$ cat config.mk
export PLATFORM = sky130hd
export DESIGN_NAME = i2c_master_writer
export DESIGN_NICKNAME = d
export VERILOG_FILES = /design/src/rtl/i2c_master_writer.sv
export SDC_FILE = /design/constraint.sdc
export NUM_CORES = 1
export LEC_CHECK = 0
export ABC_CLOCK_PERIOD_IN_PS = 3800
export BUFFER_PORTS_ARGS = -buffer_cell sky130_fd_sc_hd__buf_4
export CORE_ASPECT_RATIO = 1.5
export CORE_MARGIN = 2
export CORE_UTILIZATION = 60
export DETAILED_ROUTE_END_ITERATION = 8
export PLACE_DENSITY_LB_ADDON = 0.08
export REMOVE_ABC_BUFFERS = 1
export SLEW_MARGIN = 10
export SYNTH_ARGS = -nofsm -noshare
export SYNTH_HDL_FRONTEND = slang
export SYNTH_SLANG_ARGS = --single-unit
$ cat constraint.sdc
create_clock -name clk -period 3.8 [get_ports clk]
set_clock_uncertainty 0.1 [all_clocks]
set_input_delay 0.38 -clock clk [delete_from_list [all_inputs] [get_ports clk]]
set_output_delay 0.38 -clock clk [all_outputs]
set_load 0.01 [all_outputs]
$ cat src/rtl/i2c_master_writer.sv
// I2C single-byte register writer (master, write-only, single-master bus).
// Sends START, {dev_addr,W}, reg_addr, wdata (MSB first, ACK slot after each byte), then STOP.
// A NACK on any byte skips the rest and goes straight to STOP with ack_error set.
// Optional build macro I2C_MASTER_STRETCH_EN: honour slave clock stretching via scl_in.
module i2c_master_writer #(
    parameter int unsigned CLK_DIV = 30
) (
    input  logic       clk,
    input  logic       rst_n,
    input  logic       start,
    input  logic [6:0] dev_addr,
    input  logic [7:0] reg_addr,
    input  logic [7:0] wdata,
    output logic       busy,
    output logic       done,
    output logic       ack_error,
    output logic       scl_oe,
    input  logic       scl_in,
    output logic       sda_oe,
    input  logic       sda_in
);

    typedef enum logic [2:0] {StIdle, StStart, StBit, StAck, StStop} state_e;

    localparam logic [15:0] DivLast = 16'(CLK_DIV - 1);

    state_e      state_q, state_d;
    logic [15:0] div_q, div_d;
    logic [1:0]  qtr_q, qtr_d;
    logic [2:0]  bit_q, bit_d;
    logic [1:0]  byte_q, byte_d;
    logic [7:0]  sr_q, sr_d;
    logic [7:0]  reg_q, reg_d;
    logic [7:0]  data_q, data_d;
    logic        nack_q, nack_d;
    logic        ack_err_q, ack_err_d;
    logic        busy_q, busy_d;
    logic        done_q, done_d;
    logic        scl_oe_q, scl_oe_d;
    logic        sda_oe_q, sda_oe_d;

    logic qtr_end;
    logic freeze;
    logic tick;

`ifdef I2C_MASTER_STRETCH_EN
    // Slave holding SCL low while we release it pauses the quarter counter.
    assign freeze = !scl_in &&
                    (((state_q == StBit || state_q == StAck) && qtr_q[1]) ||
                     (state_q == StStop && qtr_q == 2'd1));
`else
    logic unused_scl_in;
    assign unused_scl_in = scl_in;
    assign freeze        = 1'b0;
`endif

    assign qtr_end = (div_q == DivLast);
    assign tick    = (state_q != StIdle) && !freeze;

    // State register: all sequential state, synchronous active-low reset.
    always_ff @(posedge clk) begin
        if (!rst_n) begin
            state_q   <= StIdle;
            div_q     <= '0;
            qtr_q     <= '0;
            bit_q     <= '0;
            byte_q    <= '0;
            sr_q      <= '0;
            reg_q     <= '0;
            data_q    <= '0;
            nack_q    <= 1'b0;
            ack_err_q <= 1'b0;
            busy_q    <= 1'b0;
            done_q    <= 1'b0;
            scl_oe_q  <= 1'b0;
            sda_oe_q  <= 1'b0;
        end else begin
            state_q   <= state_d;
            div_q     <= div_d;
            qtr_q     <= qtr_d;
            bit_q     <= bit_d;
            byte_q    <= byte_d;
            sr_q      <= sr_d;
            reg_q     <= reg_d;
            data_q    <= data_d;
            nack_q    <= nack_d;
            ack_err_q <= ack_err_d;
            busy_q    <= busy_d;
            done_q    <= done_d;
            scl_oe_q  <= scl_oe_d;
            sda_oe_q  <= sda_oe_d;
        end
    end

    // Next-state logic: accept requests, step quarters, walk bits/bytes, sample ACK.
    always_comb begin
        state_d   = state_q;
        div_d     = div_q;
        qtr_d     = qtr_q;
        bit_d     = bit_q;
        byte_d    = byte_q;
        sr_d      = sr_q;
        reg_d     = reg_q;
        data_d    = data_q;
        nack_d    = nack_q;
        ack_err_d = ack_err_q;

        if (state_q == StIdle) begin
            if (start) begin
                state_d   = StStart;
                div_d     = '0;
                qtr_d     = '0;
                bit_d     = 3'd7;
                byte_d    = '0;
                sr_d      = {dev_addr, 1'b0};
                reg_d     = reg_addr;
                data_d    = wdata;
                nack_d    = 1'b0;
                ack_err_d = 1'b0;
            end
        end else if (tick) begin
            if (!qtr_end) begin
                div_d = div_q + 16'd1;
            end else begin
                div_d = '0;
                qtr_d = qtr_q + 2'd1;
                unique case (state_q)
                    StStart: begin
                        if (qtr_q == 2'd1) begin
                            state_d = StBit;
                            qtr_d   = '0;
                        end
                    end
                    StBit: begin
                        if (qtr_q == 2'd3) begin
                            if (bit_q == 3'd0) begin
                                state_d = StAck;
                            end else begin
                                bit_d = bit_q - 3'd1;
                                sr_d  = {sr_q[6:0], 1'b0};
                            end
                        end
                    end
                    StAck: begin
                        // Last cycle of Q3: SCL has been high for a full quarter.
                        if (qtr_q == 2'd2) begin
                            nack_d = sda_in;
                        end
                        if (qtr_q == 2'd3) begin
                            if (nack_q || byte_q == 2'd2) begin
                                state_d = StStop;
                            end else begin
                                state_d = StBit;
                                byte_d  = byte_q + 2'd1;
                                bit_d   = 3'd7;
                                sr_d    = (byte_q == 2'd0) ? reg_q : data_q;
                            end
                        end
                    end
                    StStop: begin
                        if (qtr_q == 2'd2) begin
                            state_d   = StIdle;
                            qtr_d     = '0;
                            ack_err_d = nack_q;
                        end
                    end
                    default: state_d = StIdle;
                endcase
            end
        end
    end

    // Output decode from next state so every output comes straight from a flop.
    always_comb begin
        busy_d   = (state_d != StIdle);
        done_d   = (state_q == StStop) && (state_d == StIdle);
        scl_oe_d = 1'b0;
        sda_oe_d = 1'b0;
        unique case (state_d)
            StIdle: begin
                scl_oe_d = 1'b0;
                sda_oe_d = 1'b0;
            end
            StStart: begin
                sda_oe_d = (qtr_d == 2'd1);
            end
            StBit: begin
                scl_oe_d = !qtr_d[1];
                sda_oe_d = !sr_d[7];
            end
            StAck: begin
                scl_oe_d = !qtr_d[1];
            end
            StStop: begin
                scl_oe_d = (qtr_d == 2'd0);
                sda_oe_d = (qtr_d != 2'd2);
            end
            default: begin
                scl_oe_d = 1'b0;
                sda_oe_d = 1'b0;
            end
        endcase
    end

    assign busy      = busy_q;
    assign done      = done_q;
    assign ack_error = ack_err_q;
    assign scl_oe    = scl_oe_q;
    assign sda_oe    = sda_oe_q;

endmodule

==> results of run 1 <==
## power by group through the flow
stage / clock [W] / sequential [W] / combinational, W
floorplan: 0 / 0.000634 / 0.0000885
global placement: 0 / 0.000633 / 0.000143
detailed placement: 0 / 0.000634 / 0.000147
CTS: 0.000330 / 0.000620 / 0.000148
global route: 0.000348 / 0.000623 / 0.000166
finish: 0.000324 / 0.000621 / 0.000147
## layout make-up
class,instances,area [um^2]
Inverter,10,37.5
Fill cell,447,1510
Clock buffer,5,68.8
Tap cell,66,82.6
Timing Repair Buffer,35,263
Clock inverter,3,18.8
Sequential cell,56,1120
Multi-Input combinational cell,288,1780
## cells in the final DEF (no fill, tap or decap), drive strengths merged, types with 6 or more instances in the layout
master / synthesis / routed
a21oi: 37 / 37
a222oi: 7 / 7
buf: 4 / 35
dfxtp: 56 / 56
ha: 12 / 12
inv: 9 / 9
mux2i: 7 / 7
nand2: 60 / 60
nand3: 9 / 9
nor2: 44 / 44
nor3: 6 / 6
o21ai: 19 / 19
## state kept, by name, indices dropped and copies added, names as in the netlist
signal,cells
busy,1
reg_q,8
done,1
sda_oe,1
qtr_q,2
sr_q,8
bit_q,3
byte_q,2
ack_error,1
scl_oe,1
nack_q,1
state_q,3
data_q,8
div_q,16
## worst max path at each step
stage                   startpoint                endpoint  slack (ns)
3_3_place_gp   qtr_q[0]$_SDFF_PN0_  byte_q[0]$_SDFFE_PN0P_        1.08
2_1_floorplan  qtr_q[0]$_SDFF_PN0_  byte_q[0]$_SDFFE_PN0P_        1.43
4_1_cts        qtr_q[0]$_SDFF_PN0_  byte_q[0]$_SDFFE_PN0P_        1.03
5_1_grt        qtr_q[0]$_SDFF_PN0_  byte_q[0]$_SDFFE_PN0P_        0.76
3_5_place_dp   qtr_q[0]$_SDFF_PN0_  byte_q[0]$_SDFFE_PN0P_        1.07
6_report       qtr_q[0]$_SDFF_PN0_  byte_q[0]$_SDFFE_PN0P_        0.97
## kinds of logic (layout without fill, tap and decap cells)
group                      after synthesis  count (layout)
adders and majority gates               12              12
AOI/OAI and AO/OA                      103             103
muxes                                    9               9
DFF                                     56              56
buffers and inverters                   31              53
and+or+nand+nor                        164             164
## worst max-delay path, stage by stage, from the launching register on
cell      delay [ns]
dfxtp_1         0.43
ha_1            0.29
nor4bb_1        0.64
a21o_1          0.17
a32oi_1         0.11
or2_1           0.45
or3_1           0.42
a21oi_1         0.14
## stage by stage
step,hold WS [ns],worst slack [ns]
floorplan,0.333,1.43
global placement,0.342,1.08
detailed placement,0.347,1.07
CTS,0.207,1.03
global route,0.201,0.762
finish,0.207,0.973
## metal layers
metal | vias up | share of wire (%) | wire (um) | track usage, %
li1 | 1402 | - | - | -
met1 | 1341 | 41 | 2810 | 30.2
met2 | 85 | 52 | 3620 | 43.0
met3 | 13 | 4.8 | 328 | 2.94
met4 | 0 | 1.9 | 130 | 10.0
met5 | - | 0 | 0 | 0
==> results.toml, run 1 <==
[timing]
slew_headroom_pct = 48.5
worstMarginPinSlew_ns = 0.763
setup_violations = 0
timing.fmax_ghz = 0.354
rsz0062_at_grt = "no"
hold_viol = 0
fin_crit_sh_pct = 74.4
tns_ns = 0
finalCriticalPeriod_ns = 2.83
report.final.slew_viol_count = 0

[floorplan]
coreArea_um2 = 4890
pin_count = 33
fp.dieH_um = 91.8
die_w_um = 62.5
die_area_um2 = 5740
start_util_pct = 63.0
row_count = 31

[finish]
layout-drive-gt1-share_pct = 16.1
n_antenna_cell = 0
fin_nets = 436
fin_util_pct = 69.1
design_area_um2 = 3380
syn_to_final_growth_pct = 9.59
instances_no_fill = 463

[placement]
placed_cell_area_um2 = 3290
routabilityCongestion = 0.983
place.port_buffers = 31
dpl.cell_count = 455
hpwl_um = 4890

[critical_path]
critPathKind = "flip-flop to flip-flop"
critPathMaxFanout = 16
start_kind = "flip-flop"
crit_required_ns = 3.93
r2r_start = "qtr_q[0]$_SDFF_PN0_"
arrival_ns = 2.96
reg2reg_slack_ns = 0.97
worstReg2RegEnd = "byte_q[0]$_SDFFE_PN0P_"
r2r_cells = 7
cp-end-kind = "flip-flop"

[synth]
yosys-top-cells-count = "nand2_1 (60), dfxtp_1 (56), nor2_1 (44)"
syn_avg_cell_area_um2 = 8.21
synth_top_family_by_area = "simple AND/OR/NAND/NOR gates"
synth_area_leaders = "dfxtp_1 (36%), nand2_1 (7.3%), a21oi_1 (6.0%), nor2_1 (5.4%), ha_1 (4.9%)"
synthAdderAreaFrac_pct = 4.87
syn_inst = 375
synth_mux_area_share_pct = 3.01
synth_xor_xnor_area_share_pct = 0
synth-simple-area-share_pct = 27.7
synthFlopType = "dfxtp_1"
synth-compound-area-share_pct = 22.4
synth-seq-cells = 56
synth_edf_count = 0
synth.most_common_cell = "nand2_1"
yosys.area.top_type = "dfxtp_1"
ys_warn_count = 0
async_flop_share_pct = 0
yosysTopAreaCellShare_pct = 36.4
syn_area_um2 = 3080
ys_types = 69
synth_seq_area_share_pct = 36.4

[routing]
routedWlPerCell_um = 14.9
viasPerCell = 6.14
via_count = 2841
route.detailed.drc = 0
postRouteAntennaNets = 0
drt_iter0_markers = 228
drt-total-wl_um = 6890
first_pass_iters = 5

[grt]
antenna_found_initial = 0
grt_usage_pct = 24.5
grt_max_degree = 24
grt-ovfl-total = 0
grt_pass1_wl_um = 11400
first_global_vias = 2536

[pwr]
max-vdd-ir-drop_uv = 290
p_int_w = 0.000798
swShare_pct = 26.9
leakage_nw = 1.32
netSwitchingPower_w = 0.000293
p_per_area_nw_per_um2 = 323
combPwrFrac_pct = 13.5
p_total_w = 0.00109
power_frac_clock_pct = 29.7
p_seq_share_pct = 56.9

[clock_network]
cts_tree = "yes"
clkTransAtPathRegs_ns = 0.10
clock-sinks = 56
cts_buffers = 5
clockBufferDepth = 2
clk-insertion-delay-late_ns = 0.31
cts_resized = 0
h-tree-depth = 2
ctsHoldBuffers = 0
post_cts_buffers = 0
cts-root-buf = "clkbuf_8"

[hold_path]
worstHoldStart = "wdata[5]"
hp-class = "input port to flip-flop"
min_path_cells = 3
hold_path_end = "data_q[5]$_SDFFE_PN0P_"

[run]
drv_cap = 0

[status]
outcome = "finished, final reports clean"
Power figures use the tool's default switching activity.
==> run 2, diff against run 1 <==
- ABC_AREA: unset -> 1
- ABC_CLOCK_PERIOD_IN_PS: 3800 -> 2600
- CORE_UTILIZATION: 60 -> 53
- clock period: 3.8 -> 2.6 ns (I/O delays scaled with it)
==> results.toml, run 2 <==
[floorplan]
die_w_um = 67.6
die_area_um2 = 6720
coreArea_um2 = 5830
row_count = 34
pin_count = 33
fp.dieH_um = 99.4
start_util_pct = 55.2

[status]
outcome = "finished, final reports clean"

[critical_path]
cp_cell_sequence = "nor2_4 > nand2_4 > inv_4 > nand2_4 > inv_2 > nor2_4 > nand2_2 > nand2_4 > nand2_1 > nor2_1 > nand2_1 > nand2_1 > nand2_1 > nand2_1"
crit_required_ns = 2.72
cp_slowest_cell = "dfxtp_1"
cp-end-kind = "flip-flop"
critPathKind = "flip-flop to flip-flop"
critPathTopFamily = "simple AND/OR/NAND/NOR gates"
start_kind = "flip-flop"
cpMostUsedCell = "nand2_1"
critical_path.max_stage_delay_ns = 0.41
crit_buf_inv = 2
arrival_ns = 2.30
critPathMaxFanout = 24

[timing]
setup_violations = 0
hold_viol = 0
finalCriticalPeriod_ns = 2.18
slew_headroom_pct = 62.0
tns_ns = 0
rsz0062_at_grt = "no"
timing.fmax_ghz = 0.459
report.final.slew_viol_count = 0
worstMarginPinSlew_ns = 0.567
fin_crit_sh_pct = 83.8

[clock_network]
cts_tree = "yes"
post_cts_buffers = 0
ctsHoldBuffers = 0
clockBufferDepth = 2
clkTransAtPathRegs_ns = 0.10
cts_resized = 0
clock-sinks = 56
clk-insertion-delay-late_ns = 0.32
cts-root-buf = "clkbuf_8"
h-tree-depth = 2
cts_buffers = 5

[synth]
synth_seq_area_share_pct = 34.8
synth-seq-cells = 56
synth_edf_count = 0
synthFlopType = "dfxtp_1"
synth.most_common_cell = "nand2_1"
synth_area_leaders = "dfxtp_1 (35%), nand2_1 (17%), a21oi_1 (6.4%), nand3_1 (5.6%), inv_1 (5.6%)"
syn_avg_cell_area_um2 = 6.64
async_flop_share_pct = 0
syn_inst = 485
ys_warn_count = 0
yosysTopAreaCellShare_pct = 34.8
syn_area_um2 = 3220
yosys-top-cells-count = "nand2_1 (147), dfxtp_1 (56), inv_1 (48)"
ys_types = 37
yosys.area.top_type = "dfxtp_1"

[pwr]
combPwrFrac_pct = 13.3
netSwitchingPower_w = 0.000455
max-vdd-ir-drop_uv = 365
swShare_pct = 26.4
power_frac_clock_pct = 33.6
p_seq_share_pct = 53.1
leakage_nw = 1.52
p_per_area_nw_per_um2 = 481
p_int_w = 0.00127

[finish]
syn_to_final_growth_pct = 11.3
fin_util_pct = 61.5
n_antenna_cell = 0
top_register = "div_q"
mostFrequentLayoutCell = "nand2_1"
fin_nets = 551
layout_common_cells = "nand2_1 (147), dfxtp_1 (56), inv_1 (48)"
largest_register_ff_count = 16
layout-drive-gt1-share_pct = 13.7

[hold_path]
hp-class = "input port to flip-flop"

[grt]
grt_pass1_wl_um = 12700
first_global_vias = 2944
grt-ovfl-total = 0
antenna_found_initial = 0
grt_max_degree = 25
grt_usage_pct = 24.4

[routing]
drt-total-wl_um = 7490
drt_iter0_markers = 138
first_pass_iters = 5
route.detailed.drc = 0
postRouteAntennaNets = 0
routedWlPerCell_um = 12.8
viasPerCell = 5.29
via_count = 3090

[placement]
routabilityCongestion = 0.918
place.port_buffers = 31
hpwl_um = 5650

[run]
drv_cap = 0
run 2: final timing paths:
check / from / endpoint / slack, ns / cells past startpoint
worst max-delay path: state_q[1]$_SDFF_PN0_ / sda_oe$_SDFF_PN0_ / 0.42 / 14
worst min-delay path: reg_addr[0] / reg_q[0]$_SDFFE_PN0P_ / 0.09 / 3
worst min register to register: bit_q[0]$_SDFFE_PN0P_ / bit_q[0]$_SDFFE_PN0P_ / 0.34 / 1
worst max register to register: state_q[1]$_SDFF_PN0_ / sda_oe$_SDFF_PN0_ / 0.42 / 14
run 2: worst min-delay path, stage by stage:
cell and delay [ns]:
buf_4 0.11, nand2_1 0.05, a21oi_1 0.05
run 2: area by class of cell:
class                           count  area (um^2)
Inverter                           55          209
Timing Repair Buffer               35          263
Clock inverter                      3         42.5
Multi-Input combinational cell    358         1790
Clock buffer                        5         68.8
Fill cell                         553         2250
Tap cell                           72         90.1
Sequential cell                    56         1120
run 2: kinds of logic after synthesis:
logic type	synth area share, %
adders and majority gates	4.67
muxes	1.56
xor gates and xnor gates	0.544
and+or+nand+nor	34.6
DFF	34.8
AOI/OAI and AO/OA	14.2
buffers and inverters	9.60
run 2: through the flow:
| stage | std cells | area (um^2) | total power [W] | hold slack [ns] | setup WS, ns |
|---|---|---|---|---|---|
| 6_report | 584 | 3580 | 0.00172 | 0.0857 | 0.421 |
| 4_1_cts | 584 | 3580 | 0.00173 | 0.0843 | 0.409 |
| 5_1_grt | 584 | 3580 | 0.00180 | 0.0919 | 0.236 |
| 2_1_floorplan | 469 | 3120 | 0.00108 | 0.263 | 0.769 |
| 3_5_place_dp | 576 | 3470 | 0.00117 | 0.325 | 0.438 |
| 3_3_place_gp | 576 | 3470 | 0.00116 | 0.312 | 0.447 |
run 2: power groups by stage:
stage               Combinational (W)  Sequential, W  Clock, W
floorplan                    0.000146       0.000930         0
global placement             0.000226       0.000933         0
detailed placement           0.000231       0.000934         0
CTS                          0.000232       0.000914  0.000588
global route                 0.000260       0.000918  0.000625
finish                       0.000230       0.000914  0.000578
run 2: metal layers:
metal  wire length (um)  vias up  GRT usage, %
met5                  0        -             0
met4                221        0          11.9
met3                275       25          3.28
met2               4060       79          45.2
met1               2930     1387          25.9
li1                   -     1599             -
